--- src/rtl/mc_frame_arb.sv ---
`default_nettype none
// ============================================================================
// Module   : mc_frame_arb
// Purpose  : Burst-locked round-robin arbiter merging write and read frames
//            into a single registered stream towards the memory controller.
// Revision : 1.0
// ============================================================================
module mc_frame_arb #(
    parameter int FRAME_WIDTH = 97
) (
    input  logic                   clk,
    input  logic                   rst,
    input  logic                   axi2arb_wframe_valid,
    output logic                   axi2arb_wframe_ready,
    input  logic [FRAME_WIDTH-1:0] axi2arb_wframe_data,
    input  logic                   axi2arb_rframe_valid,
    output logic                   axi2arb_rframe_ready,
    input  logic [FRAME_WIDTH-1:0] axi2arb_rframe_data,
    output logic                   arb2mc_frame_valid,
    input  logic                   arb2mc_frame_ready,
    output logic [FRAME_WIDTH-1:0] arb2mc_frame_data,
    output logic                   arb2mc_frame_type
);

    localparam logic [1:0] ST_IDLE = 2'd0;
    localparam logic [1:0] ST_WR   = 2'd1;
    localparam logic [1:0] ST_RD   = 2'd2;
    localparam logic       TYPE_WR = 1'b0;
    localparam logic       TYPE_RD = 1'b1;

    logic [1:0]             state_q, state_d;
    logic                   rr_last_q, rr_last_d;
    logic                   out_valid_q, out_valid_d;
    logic [FRAME_WIDTH-1:0] out_data_q, out_data_d;
    logic                   out_type_q, out_type_d;

    logic                   out_free;
    logic                   wr_accept;
    logic                   rd_accept;
    logic                   accept;
    logic                   acc_last;
    logic [FRAME_WIDTH-1:0] acc_data;

    // State and output register
    always_ff @(posedge clk) begin
        if (rst) begin
            state_q     <= ST_IDLE;
            rr_last_q   <= TYPE_RD;
            out_valid_q <= 1'b0;
            out_data_q  <= '0;
            out_type_q  <= TYPE_WR;
        end else begin
            state_q     <= state_d;
            rr_last_q   <= rr_last_d;
            out_valid_q <= out_valid_d;
            out_data_q  <= out_data_d;
            out_type_q  <= out_type_d;
        end
    end

    // Readies come only from registered state and the downstream ready
    always_comb begin
        out_free             = !out_valid_q || arb2mc_frame_ready;
        axi2arb_wframe_ready = !rst && (state_q == ST_WR) && out_free;
        axi2arb_rframe_ready = !rst && (state_q == ST_RD) && out_free;
        arb2mc_frame_valid   = out_valid_q;
        arb2mc_frame_data    = out_data_q;
        arb2mc_frame_type    = out_type_q;
    end

    always_comb begin
        wr_accept = axi2arb_wframe_valid && axi2arb_wframe_ready;
        rd_accept = axi2arb_rframe_valid && axi2arb_rframe_ready;
        accept    = wr_accept || rd_accept;
        acc_data  = rd_accept ? axi2arb_rframe_data : axi2arb_wframe_data;
        acc_last  = accept && acc_data[FRAME_WIDTH-1];
    end

    // Next-state: arbitrate from IDLE or on the last frame of a burst
    always_comb begin
        state_d   = state_q;
        rr_last_d = rr_last_q;
        if (acc_last) begin
            rr_last_d = rd_accept ? TYPE_RD : TYPE_WR;
        end
        case (state_q)
            ST_IDLE, ST_WR, ST_RD: begin
                if ((state_q == ST_IDLE) || acc_last) begin
                    if (axi2arb_wframe_valid && axi2arb_rframe_valid) begin
                        state_d = (rr_last_d == TYPE_RD) ? ST_WR : ST_RD;
                    end else if (axi2arb_wframe_valid) begin
                        state_d = ST_WR;
                    end else if (axi2arb_rframe_valid) begin
                        state_d = ST_RD;
                    end else begin
                        state_d = ST_IDLE;
                    end
                end
            end
            default: state_d = ST_IDLE;
        endcase
    end

    always_comb begin
        out_valid_d = out_valid_q;
        out_data_d  = out_data_q;
        out_type_d  = out_type_q;
        if (accept) begin
            out_valid_d = 1'b1;
            out_data_d  = acc_data;
            out_type_d  = rd_accept ? TYPE_RD : TYPE_WR;
        end else if (arb2mc_frame_ready) begin
            out_valid_d = 1'b0;
        end
    end

endmodule
`default_nettype wire

--- config.mk ---
export PLATFORM = sky130hd
export DESIGN_NAME = mc_frame_arb
export DESIGN_NICKNAME = d
export VERILOG_FILES = /design/src/rtl/mc_frame_arb.sv
export SDC_FILE = /design/constraint.sdc
export NUM_CORES = 1
export LEC_CHECK = 0
export CORE_ASPECT_RATIO = 1.4
export CORE_MARGIN = 8
export CORE_UTILIZATION = 32
export DETAILED_ROUTE_END_ITERATION = 8
export PLACE_DENSITY = 0.82
export SLEW_MARGIN = 0
export SYNTH_ARGS = -nofsm -noshare
export SYNTH_HDL_FRONTEND = slang
export SYNTH_SLANG_ARGS = --single-unit
--- constraint.sdc ---
create_clock -name clk -period 1.75 [get_ports clk]
set_input_delay 0.4375 -clock clk [delete_from_list [all_inputs] [get_ports clk]]
set_output_delay 0.4375 -clock clk [all_outputs]
set_load 0.01 [all_outputs]
==> impl_metrics.yaml <==
place:
  dpl-instance-area_sq_mm: 0.00781
  post-dp-hpwl_mm: 14.0
  numPortBuffers: 299
  dp_slack_ns: -0.677
  place_congestion: 0.827
setup_path:
  path_max_fanout: 14
  cp_cell_sequence: "buf_4 > or4b_4 > bufbuf_16 > nor2_1 > a211oi_1"
  crit_path_max_incr_delay_ns: 0.62
  critPathKind: "reg2reg"
  crit_required_ns: 1.93
  cp.arrival_ns: 1.93
  critPathBufInv: 2
  critPathTopFamily: "simple AND/OR/NAND/NOR gates"
  endpoint_kind: "flop"
  cp_slowest_cell: "or4b_4"
  startpoint_type: "flop"
routing:
  first_pass_iters: 5
  via_per_inst: 5.07
  final_antenna_net_count: 0
  initialDrtViolationCount: 371
  highest_layer: "met4"
  wl_met3_mm: 1.48
  wl_met1_mm: 7.41
  wirelength_mm: 19.4
  drc: 0
  post_drt_wl_per_cell_um: 18.2
  met2WireLength_mm: 9.74
  dr_total_vias: 5380
clocking:
  h-tree-depth: 3
  cts_tree: "done"
  clockBufferDepth: 2
  clkTransAtPathRegs_ns: 0.07
  cts_root_buffer: "clkbuf_16"
  clkLatencyLatePin_ns: 0.34
  cts.sinks: 102
  cts_inserted_buffers: 9
synthesis:
  ys_seq_area_share_pct: 46.0
  synthCells: 573
  async_flop_share_pct: 0
  syn_area_per_cell_sq_um: 7.74
  synth_top_area_share_pct: 46.0
  synth_seq_cells: 102
  synth_top_cells_by_area: "dfxtp_1, a211oi_1, a21oi_1, nand2_1, nor2_1"
  synth_common_cells: "dfxtp_1, nand2_1, nor2_1"
  netlist_area_sq_mm: 0.00444
  synth_top_area_cell: "dfxtp_1"
  synthFlopType: "dfxtp_1"
  yosysMostFrequentCell: "dfxtp_1"
  synth_enable_flop_cells: 0
  yosysWarnings: 0
  yosysUniqueCellTypes: 26
  syn_nets: 772
floorplanning:
  coreArea_sq_mm: 0.0137
  initial_utilization_pct: 32.3
  ioPinCount: 300
  num_rows: 51
  die_area_sq_mm: 0.0179
  die_height_um: 155
  fp.dieW_um: 116
layout:
  area_growth_pct: 89.5
  antenna_cells: 0
  fillers: 1185
  nets: 1071
  finish.instance_area_sq_mm: 0.00841
  drive_above_1_share_pct: 9.12
timing:
  drv_slew: 0
  period_needed_ns: 1.75
  hold_viol_final: 0
  slew_headroom_pct: 41.9
  layout_setup_ws_ns: 0.000851
  fmax_mhz: 572
  setup_violations: 0
  tightest_slew_ns: 0.872
  finClkSkew_ns: 0.0103
  rsz0062_at_grt: "true"
  fin_crit_sh_pct: 100
worst_hold_path:
  hold_class: "in2reg"
grt:
  grt_pass1_vias: 5440
  grt.total_usage_pct: 20.5
  grt_max_degree: 75
  antenna_found_initial: 0
  grt_pass1_wl_mm: 29.0
  overflow: 0
job:
  maxCapViolations: 0
outcome:
  status: "complete, no violations"
power_and_ir_drop:
  p_leak_nw: 3.07
  vdd.ir_drop.worst_uv: 445
  powerDensity_mw_per_mm2: 679
==> cell usage in the layout (no fill, tap or decap), types with 2 or more instances in the layout <==
cell type        Yosys  layout
nor2b_2              1       2
a211oi_2             0       4
dlygate4sd2_1        0       3
clkdlybuf4s50_1      0     289
a211oi_1            96      92
a21oi_1             97      97
nand2_1            101     100
o21ai_0              2       2
and3_4               0       2
nor2_2               0       2
dlymetal6s2s_1       0       4
buf_12               0      14
clkbuf_8             0       2
dfxtp_1            102     101
inv_6                0       3
bufbuf_16            0       2
buf_2               17       2
a31oi_1              2       2
nand3_1              4       3
inv_1                2       2
clkbuf_16            0      11
buf_6                3       3
buf_16               0       2
buf_4                6      21
nor2_1              99      97
==> repair_timing <==
item / in CTS / in global routing
pin swaps: 14 / 2
gates resized for setup: 25 / 12
setup endpoints to repair: 102 / 66
cloned: 4 / 3
hold buffers: 0 / 0
buffers inserted: 4 / 0
==> layer usage <==
layer  vias up  GRT usage (%)
li1       2600              -
met1      2511           23.2
met4         0           9.86
met5         -              0
met2       226           34.3
met3        43           5.97
==> logic make-up after synthesis <==
| group | share of synthesized area (%) |
|---|---|
| buffers and inverters | 6.40 |
| AO/OA/AOI/OAI | 28.9 |
| flip-flops | 46.0 |
| AND/OR/NAND/NOR | 18.6 |
==> layout make-up <==
class	count	area [sq um]	area share [%]
Timing Repair Buffer	343	3640	43.3
Tap cell	185	231	2.75
Multi-Input combinational cell	414	2190	26.1
Clock inverter	5	40.0	0.476
Clock buffer	11	253	3.01
Inverter	2	7.51	0.0893
Sequential cell	102	2040	24.3
==> power breakdown <==
group / switching, mW / internal, mW / total, mW
Clock: 0.926 / 1.06 / 1.99
Combinational: 0.448 / 0.775 / 1.22
Sequential: 0.0641 / 2.44 / 2.50
==> registers in the layout (all words and copies together), names as in the netlist <==
name / count
arb2mc_frame_data: 97
rr_last_q: 1
arb2mc_frame_valid: 1
arb2mc_frame_type: 1
state_q: 2
==> path summary, 6_finish.rpt <==
path	slack, ns	cells after the start	end	from
worst max-delay path	0.0009	5	arb2mc_frame_data[67]$_SDFFE_PP0P_	state_q[0]$_SDFFE_PP0P_
worst min-delay path	0.44	3	state_q[1]$_SDFFE_PP0P_	rst
worst max register to register	0.0009	5	arb2mc_frame_data[67]$_SDFFE_PP0P_	state_q[0]$_SDFFE_PP0P_
worst min register to register	0.46	2	arb2mc_frame_data[49]$_SDFFE_PP0P_	arb2mc_frame_data[49]$_SDFFE_PP0P_
==> worst reg2reg max path, cell delays in order, from the launching register on <==
cell and delay [ns]:
dfxtp_2 0.33, buf_4 0.14, or4b_4 0.62, bufbuf_16 0.33, nor2_1 0.11, a211oi_1 0.07
==> per-stage QoR <==
step	cells	total power [mW]	setup TNS (ns)	hold WS [ns]	utilization (%)
3_5_place_dp	1035	3.73	-62.22	0.447	57.0
4_1_cts	1059	5.77	0	0.420	60.6
2_1_floorplan	573	2.90	0	0.472	-
6_report	1062	5.71	0	0.439	61.3
3_3_place_gp	1035	3.72	-56.90	0.445	57.0
5_1_grt	1062	5.97	-0.331	0.439	61.3
Power figures use the tool's default switching activity.
